--- src/rtl/div_clk_arbiter.sv ---
// div_clk_arbiter: a shared programmable clock divider with a request/grant
// front end. The winning requester's divisor and burst length are latched at
// grant time. outclk is then produced with half period div_lat+1 for
// burst_lat full periods, and the resource is released afterwards.
//
// Build option: define DIV_CLK_ARB_STRICT_PRIO_EN to select fixed priority,
// where the lowest index wins. When it is undefined, requesters are served
// round-robin, starting the search after the last owner.
//
// state   | meaning
// IDLE    | no owner, outclk low, counters cleared, waiting for any req
// LOAD    | owner latched, counters zeroed, zero-length bursts go straight out
// RUN     | outclk toggling every div_lat+1 cycles, full periods counted
// RELEASE | grant dropped, done pulsed unless aborted, outclk low

module div_clk_arbiter #(
  parameter int NUM_REQ = 4,
  parameter int CNT_W   = 32,
  parameter int BURST_W = 8
) (
  input  logic                       inclk,
  input  logic                       reset,
  input  logic [NUM_REQ-1:0]         req,
  input  logic [NUM_REQ*CNT_W-1:0]   div_val,
  input  logic [NUM_REQ*BURST_W-1:0] burst_len,
  output logic [NUM_REQ-1:0]         grant,
  output logic [NUM_REQ-1:0]         done,
  output logic                       busy,
  output logic                       outclk,
  output logic                       tick
);

  localparam int OW = $clog2(NUM_REQ);

  localparam logic [1:0] ST_IDLE    = 2'd0;
  localparam logic [1:0] ST_LOAD    = 2'd1;
  localparam logic [1:0] ST_RUN     = 2'd2;
  localparam logic [1:0] ST_RELEASE = 2'd3;

  logic [1:0]         state;
  logic [OW-1:0]      owner;
  logic [CNT_W-1:0]   div_lat;
  logic [CNT_W-1:0]   half_cnt;
  logic [BURST_W-1:0] burst_lat;
  logic [BURST_W-1:0] period_cnt;

  logic [OW-1:0]      win_idx;
  logic [OW-1:0]      cand;
  logic               any_req;
  logic [NUM_REQ-1:0] win_onehot;

  logic [CNT_W-1:0]   div_arr   [NUM_REQ];
  logic [BURST_W-1:0] burst_arr [NUM_REQ];

`ifndef DIV_CLK_ARB_STRICT_PRIO_EN
  logic [OW-1:0]      ptr;
`endif

  for (genvar gi = 0; gi < NUM_REQ; gi++) begin : g_unpack
    assign div_arr[gi]   = div_val[gi*CNT_W +: CNT_W];
    assign burst_arr[gi] = burst_len[gi*BURST_W +: BURST_W];
  end

  assign win_onehot = {{(NUM_REQ-1){1'b0}}, 1'b1} << win_idx;
  assign busy       = (state != ST_IDLE);

  // Winner selection: first pending requester in search order
  always_comb begin
    win_idx = '0;
    cand    = '0;
    any_req = 1'b0;
`ifdef DIV_CLK_ARB_STRICT_PRIO_EN
    for (int k = NUM_REQ - 1; k >= 0; k--) begin
      cand = OW'(k);
      if (req[cand]) begin
        win_idx = cand;
        any_req = 1'b1;
      end
    end
`else
    for (int k = 0; k < NUM_REQ; k++) begin
      cand = OW'((int'(ptr) + k) % NUM_REQ);
      if (!any_req && req[cand]) begin
        win_idx = cand;
        any_req = 1'b1;
      end
    end
`endif
  end

  // Sequencer: grant, divider counters, outclk/tick/done generation
  always_ff @(posedge inclk or posedge reset) begin
    if (reset) begin
      state      <= ST_IDLE;
      owner      <= '0;
      div_lat    <= '0;
      burst_lat  <= '0;
      half_cnt   <= '0;
      period_cnt <= '0;
      grant      <= '0;
      done       <= '0;
      outclk     <= 1'b0;
      tick       <= 1'b0;
`ifndef DIV_CLK_ARB_STRICT_PRIO_EN
      ptr        <= '0;
`endif
    end else begin
      done <= '0;
      tick <= 1'b0;
      case (state)
        ST_IDLE: begin
          outclk     <= 1'b0;
          half_cnt   <= '0;
          period_cnt <= '0;
          if (any_req) begin
            owner     <= win_idx;
            div_lat   <= div_arr[win_idx];
            burst_lat <= burst_arr[win_idx];
            grant     <= win_onehot;
            state     <= ST_LOAD;
          end
        end
        ST_LOAD: begin
          half_cnt   <= '0;
          period_cnt <= '0;
          if (!req[owner]) begin
            grant <= '0;
            state <= ST_RELEASE;
          end else if (burst_lat == '0) begin
            grant <= '0;
            done  <= grant;
            state <= ST_RELEASE;
          end else begin
            state <= ST_RUN;
          end
        end
        ST_RUN: begin
          // a dropped request takes priority over a coincident completion
          if (!req[owner]) begin
            grant  <= '0;
            outclk <= 1'b0;
            state  <= ST_RELEASE;
          end else if (half_cnt == div_lat) begin
            half_cnt <= '0;
            outclk   <= ~outclk;
            if (!outclk) begin
              tick <= 1'b1;
            end else begin
              period_cnt <= period_cnt + 1'b1;
              if (period_cnt + 1'b1 == burst_lat) begin
                grant <= '0;
                done  <= grant;
                state <= ST_RELEASE;
              end
            end
          end else begin
            half_cnt <= half_cnt + 1'b1;
          end
        end
        default: begin
          outclk     <= 1'b0;
          half_cnt   <= '0;
          period_cnt <= '0;
          grant      <= '0;
`ifndef DIV_CLK_ARB_STRICT_PRIO_EN
          ptr        <= (owner == OW'(NUM_REQ - 1)) ? '0 : owner + 1'b1;
`endif
          state      <= ST_IDLE;
        end
      endcase
    end
  end

endmodule
--- config.mk ---
export PLATFORM = sky130hd
export DESIGN_NAME = div_clk_arbiter
export DESIGN_NICKNAME = d
export VERILOG_FILES = /design/src/rtl/div_clk_arbiter.sv
export SDC_FILE = /design/constraint.sdc
export NUM_CORES = 1
export LEC_CHECK = 0
export CAP_MARGIN = 20
export CORE_AREA = 5 5 127 129
export CTS_CLUSTER_DIAMETER = 80
export DETAILED_ROUTE_END_ITERATION = 16
export DIE_AREA = 0 0 132 134
export PLACE_DENSITY_LB_ADDON = 0.2
export SETUP_SLACK_MARGIN = 0.4
export SLEW_MARGIN = 20
export SYNTH_ARGS = -nofsm -noshare
export SYNTH_HDL_FRONTEND = slang
export SYNTH_SLANG_ARGS = --single-unit
--- constraint.sdc ---
create_clock -name inclk -period 7.8 [get_ports inclk]
set_clock_uncertainty 0.05 [all_clocks]
set_input_delay 1.17 -clock inclk [delete_from_list [all_inputs] [get_ports inclk]]
set_output_delay 1.17 -clock inclk [all_outputs]
set_load 0.03 [all_outputs]
Yosys cells after proc, flatten, opt, wreduce, memory -nomap -nowiden
Index checks and enable logic that the tools add are counted.
Word-level totals
  register bits after elaboration: 96
  bits of input ports: 166
  output and inout port bits: 11
  word-level logic and storage cells: 117
Cells by class
  add/sub/neg operators: 6
  magnitude comparators: 6
  equality and inequality tests: 13
  shifts and indexed selects: 1
  muxes and demuxes: 62
  bitwise operators: 3
  reduce and logical (&&, ||, !) cells: 15
Operator list (count)
  $mux W32: 5
  $bmux W32 S2: 1
  $mux W4: 13
  $mux W8: 6
  $add A32 B1 Y32 const B: 1
  $eq A32 B32 Y1: 1
  $mux W2: 10
  $mux W1: 17
  $bmux W8 S2: 1
  $lt A2 B3 Y1 const B: 5
  $ne A3 B3 Y1 const B: 4
  $pmux W4 S3: 1
  $bmux W1 S2: 5
  $add A8 B1 Y8 const B: 1
  $eq A8 B8 Y1: 1
  $logic_not A8 Y1: 1
  $ne A2 B2 Y1 const B: 4
  $pmux W4 S2: 1
  $pmux W2 S3: 1
  $reduce_and A5 Y1: 1
  $add A2 B1 Y2 const B: 2
  $add A2 B2 Y2 const B: 2
  $eq A2 B2 Y1 const B: 2
  $reduce_and A2 Y1: 2
  other kinds (13): 18

Depth between registers and ports, before layout
Gate-level depths: netlist of the first run.
  depth after elaboration: 16
  depth in mapped cells: 9
  mapped depth without buffers: 8

Worst setup path after synthesis of the first run
No wires, ideal clock.
  kind: input port to flip-flop
  from: input req[3]
  to: register half_cnt[6]
  setup time: 133 ps
  data arrival time: 2598 ps
  data required time: 7617 ps
  path slack: 5019 ps
  stages: 7
  cells stage by stage: mux4_2 -> nand2_1 -> o21bai_2 -> clkbuf_1 -> nor2_1 -> o21ai_1 -> o31ai_1
On the way
  cells in the longest elaborated chain, start to end: 3
Ends and longest elaborated chain
  from (decl): line 23  | input logic [NUM_REQ-1:0] req,
  $bmux W1 S2: line 139  | if (!req[owner]) begin
  $mux W1 (not written as such): line 139
  $ne A2 B2 Y1 (no line)
  to (signal assigned): line 157  | half_cnt <= half_cnt + 1'b1;
  to (decl): line 43  | logic [CNT_W-1:0] half_cnt;
Every way passes these cells. The select of a mux whose other input is x is not followed.
A chain may end at the register's enable or synchronous reset.

Final worst setup path of the first run
  from: input req[1]
  to: register div_lat[22]
On the way
  cells in the longest elaborated chain, start to end: 16
  elaborated cells between the ends (all ways): 27
Ends and longest elaborated chain
  $bmux W1 S2: line 83  | if (!any_req && req[cand]) begin
  $mux W1 (not written as such): line 83
  $mux W1: line 83
  $logic_not A1 Y1: line 83
  $logic_and A1 B1 Y1: line 83
  $mux W1: line 83
  $logic_not A1 Y1: line 83
  $logic_and A1 B1 Y1: line 83
  $mux W1: line 83
  $logic_not A1 Y1: line 83
  $logic_and A1 B1 Y1: line 83
  $mux W2: line 83
  $not A2 Y3 (not written as such): line 117  | div_lat <= div_arr[win_idx];
  $bmux W32 S2: line 117
  $mux W32 (not written as such) (2 in series): line 117
  to (signal assigned): line 117
  to (decl): line 42  | logic [CNT_W-1:0] div_lat;
Several ways; a longest one is shown, not always the timed one. The select of a mux whose other input is x is not followed.

==> results of run 1 <==
-- critical path, delay by kind of cell --
family / cells / cell delay, ns
simple gates: 2 / 0.27
compound gates: 5 / 1.18
buf+inv: 2 / 1.08
-- cell type report --
cell class / instances / area, µm²
clock inverters: 3 / 43.8
flip-flops and latches: 96 / 2400
repair buffers: 184 / 1820
inverters: 10 / 38.8
multi-input cells: 677 / 3610
clock buffers: 11 / 243
well taps: 188 / 235
fillers: 1394 / 6520
-- state kept, by name, indices dropped and copies added (netlist names) --
name and flops:
div_lat 32, half_cnt 32, burst_lat 8, period_cnt 8, done 4, grant 4
owner 2, ptr 2, state 2, outclk 1, tick 1
-- logic make-up (layout without fill, tap and decap cells) --
logic type,Yosys count,after routing
fa+ha+maj,8,8
buf+inv,60,208
xor+xnor,54,54
flops,96,96
mux,11,11
compound gates,160,160
simple gates,444,444
-- worst max-delay path by stage --
stage                                    end  slack (ns)  depth (start not counted)
floorplan           burst_lat[0]$_DFFE_PP0P_        4.07                          1
global placement     div_lat[22]$_DFFE_PP0P_        3.97                          9
detailed placement   div_lat[22]$_DFFE_PP0P_        3.94                          9
CTS                  div_lat[22]$_DFFE_PP0P_        4.28                          9
global route         div_lat[22]$_DFFE_PP0P_        4.03                          9
finish               div_lat[22]$_DFFE_PP0P_        4.28                          9
-- per-layer routing --
layer / part of all wire [%] / vias to the layer above / wire length, µm / GRT usage, %
li1: - / 3110 / - / -
met1: 49 / 2758 / 9150 / 30.9
met2: 44 / 183 / 8260 / 30.6
met3: 6.2 / 15 / 1160 / 4.31
met4: 1.3 / 0 / 242 / 5.43
met5: 0 / - / 0 / 0
-- power groups by stage --
| stage | Sequential [mW] | Clock (mW) | Combinational [mW] |
|---|---|---|---|
| floorplan | 0.741 | 0 | 0.753 |
| global placement | 0.773 | 0 | 1.06 |
| detailed placement | 0.779 | 0 | 1.07 |
| CTS | 0.770 | 0.443 | 1.07 |
| global route | 0.790 | 0.461 | 1.20 |
| finish | 0.771 | 0.436 | 1.06 |
-- cell usage in the layout, fill, tap and decap left out, types with 2 or more instances in the layout --
cell type	synthesis	layout
mux2_1	2	2
nor2_1	38	37
nand4_1	18	18
o31ai_1	8	8
clkdlybuf4s50_1	0	176
buf_4	0	8
a21oi_1	7	6
nand3_1	55	55
mux2i_1	2	2
nand3b_1	2	2
a31oi_1	2	2
a211o_1	2	2
nor2_2	1	2
and3_1	12	12
nand2b_1	3	3
o21ai_1	63	63
nand2_1	281	281
nor4_1	15	15
dfrtp_1	96	96
ha_1	8	8
xor2_1	41	41
clkinv_2	0	2
xnor2_1	13	13
and2_1	4	4
inv_1	9	8
o21ai_0	58	58
mux2_2	2	2
clkbuf_16	0	9
nor3_1	3	3
nor2b_1	5	5
mux2_4	4	4
a22o_1	7	7
-- stage by stage --
stage	cell area, µm²	setup WS, ns	hold WS (ns)	cells
after floorplan	6210	4.07	0.410	833
after global placement	8110	3.97	0.432	1155
after detailed placement	8110	3.94	0.443	1155
after CTS	8400	4.28	0.456	1169
after global routing	8400	4.03	0.468	1169
final	8400	4.28	0.453	1169
==> impl_metrics.json, run 1 <==
{
  "cpPeakStageDelay_ns": 0.58,
  "power_mw": 2.27,
  "synthXorXnorAreaFrac_pct": 7.61,
  "worst-r2r-cell-count": 7,
  "start_kind": "input port",
  "timing.final.crit_period_ns": 3.52,
  "cts_max_level": 3,
  "hold_viol": 0,
  "setup_viol_count_final": 0,
  "grt-ovfl-total": 0,
  "crit_fanout": 64,
  "synth_area_per_cell_um2": 7.46,
  "finalCritPeriodShare_pct": 45.2,
  "ctsHoldBuffers": 0,
  "worstPathArrival_ns": 3.73,
  "hp-start": "div_lat[15]$_DFFE_PP0P_",
  "vias": 6066,
  "track_usage_pct": 20.7,
  "avgViaCountPerCell": 5.19,
  "gp_congestion": 0.877,
  "drtIter0Drc": 502,
  "grt_max_degree": 84,
  "cp_cell_sequence": "clkdlybuf4s50_1 -> a21o_1 -> a21oi_1 -> o22a_2 -> buf_4 -> nand2_1 -> nand3_1 -> o21ai_0 -> o21ai_0",
  "nets": 1152,
  "slew_violations": 0,
  "yosysTopAreaCell": "dfrtp_1",
  "cts_tree": "yes",
  "whs_endpoint": "div_lat[15]$_DFFE_PP0P_",
  "clk_latency_ns": 0.34,
  "clk_pin_slew_ns": 0.06,
  "rows": 45,
  "postLayoutCoreUtil_pct": 56.3,
  "p_per_area_mw_per_mm2": 270,
  "synth_fp_nets": 1007,
  "hold_depth": 2,
  "outcome": "finished, final reports clean",
  "synth_top_area_share_pct": 38.7,
  "synthAdderAreaFrac_pct": 1.61,
  "drt_drc_violations_left": 0,
  "postCtsSetupBuffers": 0,
  "synth-simple-area-share_pct": 31.1,
  "r2r-end": "period_cnt[7]$_DFFE_PP0P_",
  "critPathSlowestCell": "buf_4",
  "p_sw_share_pct": 42.5,
  "die-area_mm2": 0.0177,
  "start_util_pct": 41.7,
  "totalWireLength_um": 18800,
  "netSwitchingPower_uw": 964,
  "synthCells": 833,
  "n_antenna_cell": 0,
  "synth-main-ff-cell": "dfrtp_1",
  "cp_common_cell": "o21ai_0",
  "synth_top_family_by_area": "simple AND/OR/NAND/NOR gates",
  "die_y_um": 134,
  "min_path_type": "flip-flop to flip-flop",
  "clkPwrFrac_pct": 19.2,
  "critical_path.startpoint": "req[1]",
  "fmax_mhz": 284,
  "netlist_area_mm2": 0.00621,
  "yosys-top-cells-area": "dfrtp_1 (39%), nand2_1 (17%), xor2_1 (5.8%)",
  "drv_cap": 0,
  "yosysWarnings": 0,
  "r2r_slack_ns": 5.05,
  "cts_buffers": 9,
  "clockBufferDepth": 2,
  "synth_edf_count": 0,
  "yosys-top-cells-count": "nand2_1 (281), dfrtp_1 (96), o21ai_1 (63), o21ai_0 (58), nand3_1 (55)",
  "vdd_drop_max_mv": 0.193,
  "synth_seq_cells": 96,
  "cp_data_required_time_ns": 8.01,
  "first_pass_iters": 7,
  "synthArstFlopShare_pct": 100,
  "die_w_um": 132,
  "grt_pass1_wl_um": 29900,
  "antenna_left": 0,
  "end_kind": "flip-flop",
  "post_cts_resized": 0,
  "comb_power_share_pct": 46.8,
  "cts_sinks": 96,
  "relSlewSlack_pct": 42.4,
  "leakage_nw": 3.76,
  "tns_ns": 0,
  "wire_per_inst_um": 16.1,
  "synth_seq_area_share_pct": 38.7,
  "p_seq_share_pct": 34.0,
  "grt_pass1_vias": 5677,
  "coreArea_mm2": 0.0149,
  "synth_compound_area_share_pct": 14.8,
  "internal-power_mw": 1.31,
  "clockRootBuffer": "clkbuf_16",
  "io_pins": 177,
  "worstSetupPathType": "input port to flip-flop",
  "grt_setup_unrepaired": "false",
  "port_buffers": 176,
  "syn_to_final_growth_pct": 35.1,
  "drive_gt1_share_pct": 4.38,
  "synth_most_common_cell": "nand2_1",
  "r2r-start": "half_cnt[11]$_DFFE_PP0P_",
  "worst_slew_pin_slew_ns": 0.864,
  "hpwlAfterDp_um": 14500,
  "synth_cell_types": 55,
  "synthMuxAreaShare_pct": 2.38,
  "antenna_found_initial": 0
}
Note: power is estimated with default switching activity, not from simulation.
==> run 2, diff against run 1 <==
==> constraint.sdc (replaced) <==
create_clock -name inclk -period 3.4 [get_ports inclk]
set_clock_uncertainty 0.05 [all_clocks]
set_input_delay 0.51 -clock inclk [delete_from_list [all_inputs] [get_ports inclk]]
set_output_delay 0.51 -clock inclk [all_outputs]
set_load 0.03 [all_outputs]
==> run 2 against run 1 <==
- critical path depth shrank 2
- via count rose by 0.99%
- setup slack got worse by 3.5 ns
- largest cell class unchanged
- die area unchanged
- highest routed layer unchanged
==> impl_metrics.json, run 2 (synthesized netlist as in run 1, its figures left out) <==
{
  "outcome": "finished, final reports clean",
  "clk_latency_ns": 0.34,
  "critPathSlowestCell": "dfrtp_1",
  "wire_per_inst_um": 15.9,
  "r2r_slack_ns": 0.75,
  "worstSetupPathType": "flip-flop to flip-flop",
  "rows": 45,
  "gp_congestion": 0.864,
  "track_usage_pct": 20.6,
  "drt_drc_violations_left": 0,
  "grt_setup_unrepaired": "false",
  "clockRootBuffer": "clkbuf_16",
  "postCtsSetupBuffers": 0,
  "io_pins": 177,
  "grt-ovfl-total": 0,
  "die_y_um": 134,
  "power_mw": 5.27,
  "fill_cells": 1416,
  "grt_max_degree": 97,
  "start_util_pct": 41.7,
  "r2r-end": "period_cnt[7]$_DFFE_PP0P_",
  "path_delay_family": "simple AND/OR/NAND/NOR gates",
  "min_path_type": "flip-flop to flip-flop",
  "regArea_mm2": 0.00240,
  "clockBufferDepth": 2,
  "final_common_cell": "nand2_1",
  "slew_violations": 0,
  "cp_common_cell": "nor4_1",
  "setup.worst_path.end": "period_cnt[7]$_DFFE_PP0P_",
  "multi_input_area_mm2": 0.00361,
  "vdd_drop_max_mv": 0.306,
  "grt_pass1_wl_um": 29800,
  "dpl_cell_area_mm2": 0.00824,
  "hpwlAfterDp_um": 14400,
  "first_pass_iters": 4,
  "coreArea_mm2": 0.0149,
  "post_cts_resized": 0,
  "cts_max_level": 3,
  "start_kind": "flip-flop",
  "antenna_found_initial": 0,
  "postLayoutCoreUtil_pct": 56.9,
  "die-area_mm2": 0.0177,
  "port_buffers": 176,
  "vias": 6126,
  "critical_path.startpoint": "half_cnt[11]$_DFFE_PP0P_",
  "layout_common_cells": "nand2_1 (281), clkdlybuf4s50_1 (176), dfrtp_1 (96), o21ai_1 (63), o21ai_0 (58)",
  "avgViaCountPerCell": 5.22,
  "die_w_um": 132,
  "clk_pin_slew_ns": 0.06,
  "fmax_mhz": 377,
  "drive_gt1_share_pct": 4.67,
  "grt_pass1_vias": 5828,
  "totalWireLength_um": 18700,
  "syn_to_final_growth_pct": 36.7,
  "drtIter0Drc": 464,
  "end_kind": "flip-flop",
  "tns_ns": 0,
  "cp_data_required_time_ns": 3.62,
  "finalInstanceArea_mm2": 0.00849,
  "worst-r2r-cell-count": 7,
  "finalCritPeriodShare_pct": 78.0,
  "setup_viol_count_final": 0,
  "largest_registers": "div_lat (32), half_cnt (32)",
  "hold_viol": 0,
  "cts_tree": "yes",
  "r2r-start": "half_cnt[11]$_DFFE_PP0P_",
  "drv_cap": 0,
  "timing.final.crit_period_ns": 2.65,
  "worstPathArrival_ns": 2.87,
  "n_antenna_cell": 0,
  "cp_cell_sequence": "xor2_1 -> nor4_1 -> nand4_1 -> nor2_2 -> nand3_1 -> nor4_1 -> mux2i_1",
  "crit_fanout": 9,
  "p_per_area_mw_per_mm2": 621,
  "leakage_nw": 3.80,
  "cts_sinks": 96,
  "nets": 1157,
  "cts_buffers": 9,
  "ctsHoldBuffers": 0,
  "cp.depth": 7,
  "crit_buf_inv": 0,
  "antenna_left": 0,
  "cpPeakStageDelay_ns": 0.45,
  "worst_slew_pin_slew_ns": 0.631,
  "relSlewSlack_pct": 57.5
}
## run 2: cell types whose count changed in the layout (fill, tap and decap cells not counted)
cell | previous run | this run
clkinv_2 | 2 | 1
buf_4 | 8 | 6
buf_12 | 0 | 7
bufinv_16 | 1 | 0
clkinvlp_4 | 0 | 1
clkbuf_1 | 1 | 3
clkinv_4 | 1 | 0
## run 2: area by class of cell
type	instances	area share, %
inverter	10	0.486
clock inverter	1	0.0589
multi-input combinational	677	42.5
tap	188	2.77
sequential	96	28.3
timing repair buffer	189	22.9
clock buffer	13	2.95
## run 2: per-stage QoR
step,hold WS [ns],setup WS (ns),std cells
global route,0.472,0.507,1174
CTS,0.455,0.735,1174
global placement,0.433,0.701,1160
floorplan,0.410,1.18,833
finish,0.450,0.749,1174
detailed placement,0.441,0.692,1160
## run 2: per-layer routing
metal | GRT usage [%] | share of wire, %
met4 | 5.20 | 1.1
met2 | 32.4 | 45
met3 | 4.65 | 7.6
met1 | 29.0 | 46
met5 | 0 | 0
## run 2: power breakdown
part	switching [mW]	internal [mW]	leakage, nW
Combinational	1.53	1.07	2.41
Clock	0.411	0.508	0.126
Sequential	0.299	1.45	1.26
Total	2.24	3.03	3.80
## run 2: worst register-to-register path, delay by kind of cell (launching register included)
family                    cells  cell delay [ns]
xor gates and xnor gates      1             0.20
DFF                           1             0.45
muxes                         1             0.22
and+or+nand+nor               5             1.64
## run 2: how the worst min path moves through the flow
| stage | depth (start not counted) | slack, ns | to | start |
|---|---|---|---|---|
| after floorplan | 1 | 0.41 | half_cnt[31]$_DFFE_PP0P_ | half_cnt[31]$_DFFE_PP0P_ |
| after global placement | 2 | 0.43 | div_lat[13]$_DFFE_PP0P_ | div_lat[13]$_DFFE_PP0P_ |
| after detailed placement | 2 | 0.44 | div_lat[7]$_DFFE_PP0P_ | div_lat[7]$_DFFE_PP0P_ |
| after CTS | 2 | 0.46 | div_lat[7]$_DFFE_PP0P_ | div_lat[7]$_DFFE_PP0P_ |
| after global routing | 2 | 0.47 | div_lat[12]$_DFFE_PP0P_ | div_lat[12]$_DFFE_PP0P_ |
| final | 2 | 0.45 | div_lat[7]$_DFFE_PP0P_ | div_lat[7]$_DFFE_PP0P_ |
==> run 3, diff against run 2 <==
==> constraint.sdc (replaced) <==
create_clock -name inclk -period 2.5 [get_ports inclk]
set_clock_uncertainty 0.05 [all_clocks]
set_input_delay 0.375 -clock inclk [delete_from_list [all_inputs] [get_ports inclk]]
set_output_delay 0.375 -clock inclk [all_outputs]
set_load 0.03 [all_outputs]
==> run 3 against run 2 <==
- die area unchanged
- combinational power is 82% higher
- total power increased by 63%
- routed wire length up 22%
- critical endpoint is now period_cnt[1]$_DFFE_PP0P_
- global-route usage is 2.8 points higher
- sequential power grew 39%
==> impl_metrics.json, run 3 (synthesized netlist as in run 1, its figures left out) <==
{
  "outcome": "finished, final reports clean",
  "grt_pass1_vias": 6609,
  "nets": 1254,
  "min_path_type": "input port to async pin",
  "leakage_nw": 4.54,
  "drt_drc_violations_left": 0,
  "start_kind": "flip-flop",
  "cts_sinks": 96,
  "vias": 6932,
  "p_per_area_mw_per_mm2": 865,
  "cts_max_level": 3,
  "antenna_left": 0,
  "drtIter0Drc": 689,
  "antenna_found_initial": 0,
  "io_pins": 177,
  "rows": 45,
  "hpwlAfterDp_um": 15300,
  "slew_violations": 0,
  "worst_slew_pin_slew_ns": 0.659,
  "clk_latency_ns": 0.35,
  "grt_setup_unrepaired": "true",
  "worst-r2r-cell-count": 10,
  "grt_pass1_wl_um": 33700,
  "clockBufferDepth": 2,
  "crit_fanout": 5,
  "avgViaCountPerCell": 5.45,
  "drive_gt1_share_pct": 19.4,
  "n_antenna_cell": 0,
  "r2r_slack_ns": 0.16,
  "layout_common_cells": "nand2_1 (279), clkdlybuf4s50_1 (172), dfrtp_1 (87), buf_4 (77), o21ai_1 (63)",
  "timing.final.crit_period_ns": 2.34,
  "drv_cap": 0,
  "start_util_pct": 41.7,
  "r2r-start": "half_cnt[14]$_DFFE_PP0P_",
  "first_pass_iters": 5,
  "timing.hold.ws_ns": 0.310,
  "final_common_cell": "nand2_1",
  "finalCritPeriodShare_pct": 93.7,
  "clockRootBuffer": "clkbuf_16",
  "wire_per_inst_um": 17.9,
  "r2r-end": "period_cnt[1]$_DFFE_PP0P_",
  "grt_max_degree": 48,
  "clk_pin_slew_ns": 0.06,
  "worstSetupPathType": "flip-flop to flip-flop",
  "largest_registers": "div_lat (32), half_cnt (32)",
  "cts_buffers": 9,
  "setup_viol_count_final": 0,
  "gp_congestion": 0.879,
  "track_usage_pct": 23.4,
  "tns_ns": 0,
  "die_w_um": 132,
  "grt-ovfl-total": 0,
  "hold_viol": 0,
  "fmax_mhz": 427,
  "die-area_mm2": 0.0177,
  "port_buffers": 176,
  "die_y_um": 134,
  "cp_data_required_time_ns": 2.68,
  "totalWireLength_um": 22800,
  "relSlewSlack_pct": 55.6,
  "ctsHoldBuffers": 0,
  "syn_to_final_growth_pct": 59.4,
  "worstPathArrival_ns": 2.52,
  "cts_tree": "yes",
  "vdd_drop_max_mv": 0.452,
  "coreArea_mm2": 0.0149,
  "end_kind": "flip-flop"
}
[run 3: changes by cell type in the layout (fill, tap and decap cells not counted), sizes merged]
cell / change
clkbuf: +4
dlymetal6s2s: +2
buf: +94
clkdlybuf4s50: -4
clkinv: +1
bufinv: +1
dlygate4sd2: +1
[run 3: what timing repair did]
item	in CTS	in global routing
cloned	3	3
setup endpoints to repair	58	76
pin swaps	23	34
gates resized for setup	43	60
buffers inserted	26	26
[run 3: per-layer routing]
| layer | track usage, % | wire [µm] |
|---|---|---|
| met1 | 32.1 | 9560 |
| met3 | 4.54 | 1790 |
| met2 | 37.1 | 10800 |
| met5 | 0 | 0 |
| met4 | 8.29 | 622 |
[run 3: worst max-delay path by stage]
stage          cells past startpoint                      start                        end  slack, ns
2_1_floorplan                      8  period_cnt[0]$_DFFE_PP0P_       grant[0]$_DFFE_PP0P_       0.36
3_3_place_gp                      11                     req[0]     div_lat[4]$_DFFE_PP0P_      0.006
3_5_place_dp                      11                     req[1]     div_lat[4]$_DFFE_PP0P_      -0.05
4_1_cts                            8    half_cnt[0]$_DFFE_PP0P_       grant[2]$_DFFE_PP0P_       0.25
5_1_grt                           10   half_cnt[16]$_DFFE_PP0P_  period_cnt[1]$_DFFE_PP0P_       0.06
6_report                          10   half_cnt[14]$_DFFE_PP0P_  period_cnt[1]$_DFFE_PP0P_       0.16
[run 3: critical path, cell delays in order, from the launching register on]
cell,delay (ns)
dfrtp_2,0.45
xor2_1,0.19
nor4_2,0.34
nand4_1,0.16
buf_4,0.19
nor2_4,0.15
buf_4,0.14
nand3_2,0.13
buf_6,0.18
mux2i_1,0.17
nor2_1,0.07
[run 3: power breakdown]
group	internal [mW]	leakage (nW)	switching (mW)
Combinational	2.25	3.15	2.47
Clock	0.828	0.150	0.581
Sequential	1.98	1.24	0.465
[run 3: layout make-up]
cell class	count	area [µm²]
Clock buffer	13	260
Clock inverter	3	40.0
Fill cell	1187	5010
Inverter	10	41.3
Multi-Input combinational cell	677	3960
Sequential cell	96	2410
Tap cell	188	235
Timing Repair Buffer	286	2960
[run 3: per-stage QoR]
stage               util (%)  power (mW)  setup WS, ns  area (µm²)  cells
floorplan                  -        4.66         0.363        6230    833
global placement        57.9        6.25       0.00637        8630   1199
detailed placement      57.9        6.32       -0.0477        8630   1199
CTS                     63.1        8.17         0.253        9410   1244
global route            66.4        9.16        0.0621        9910   1273
finish                  66.4        8.57         0.157        9910   1273
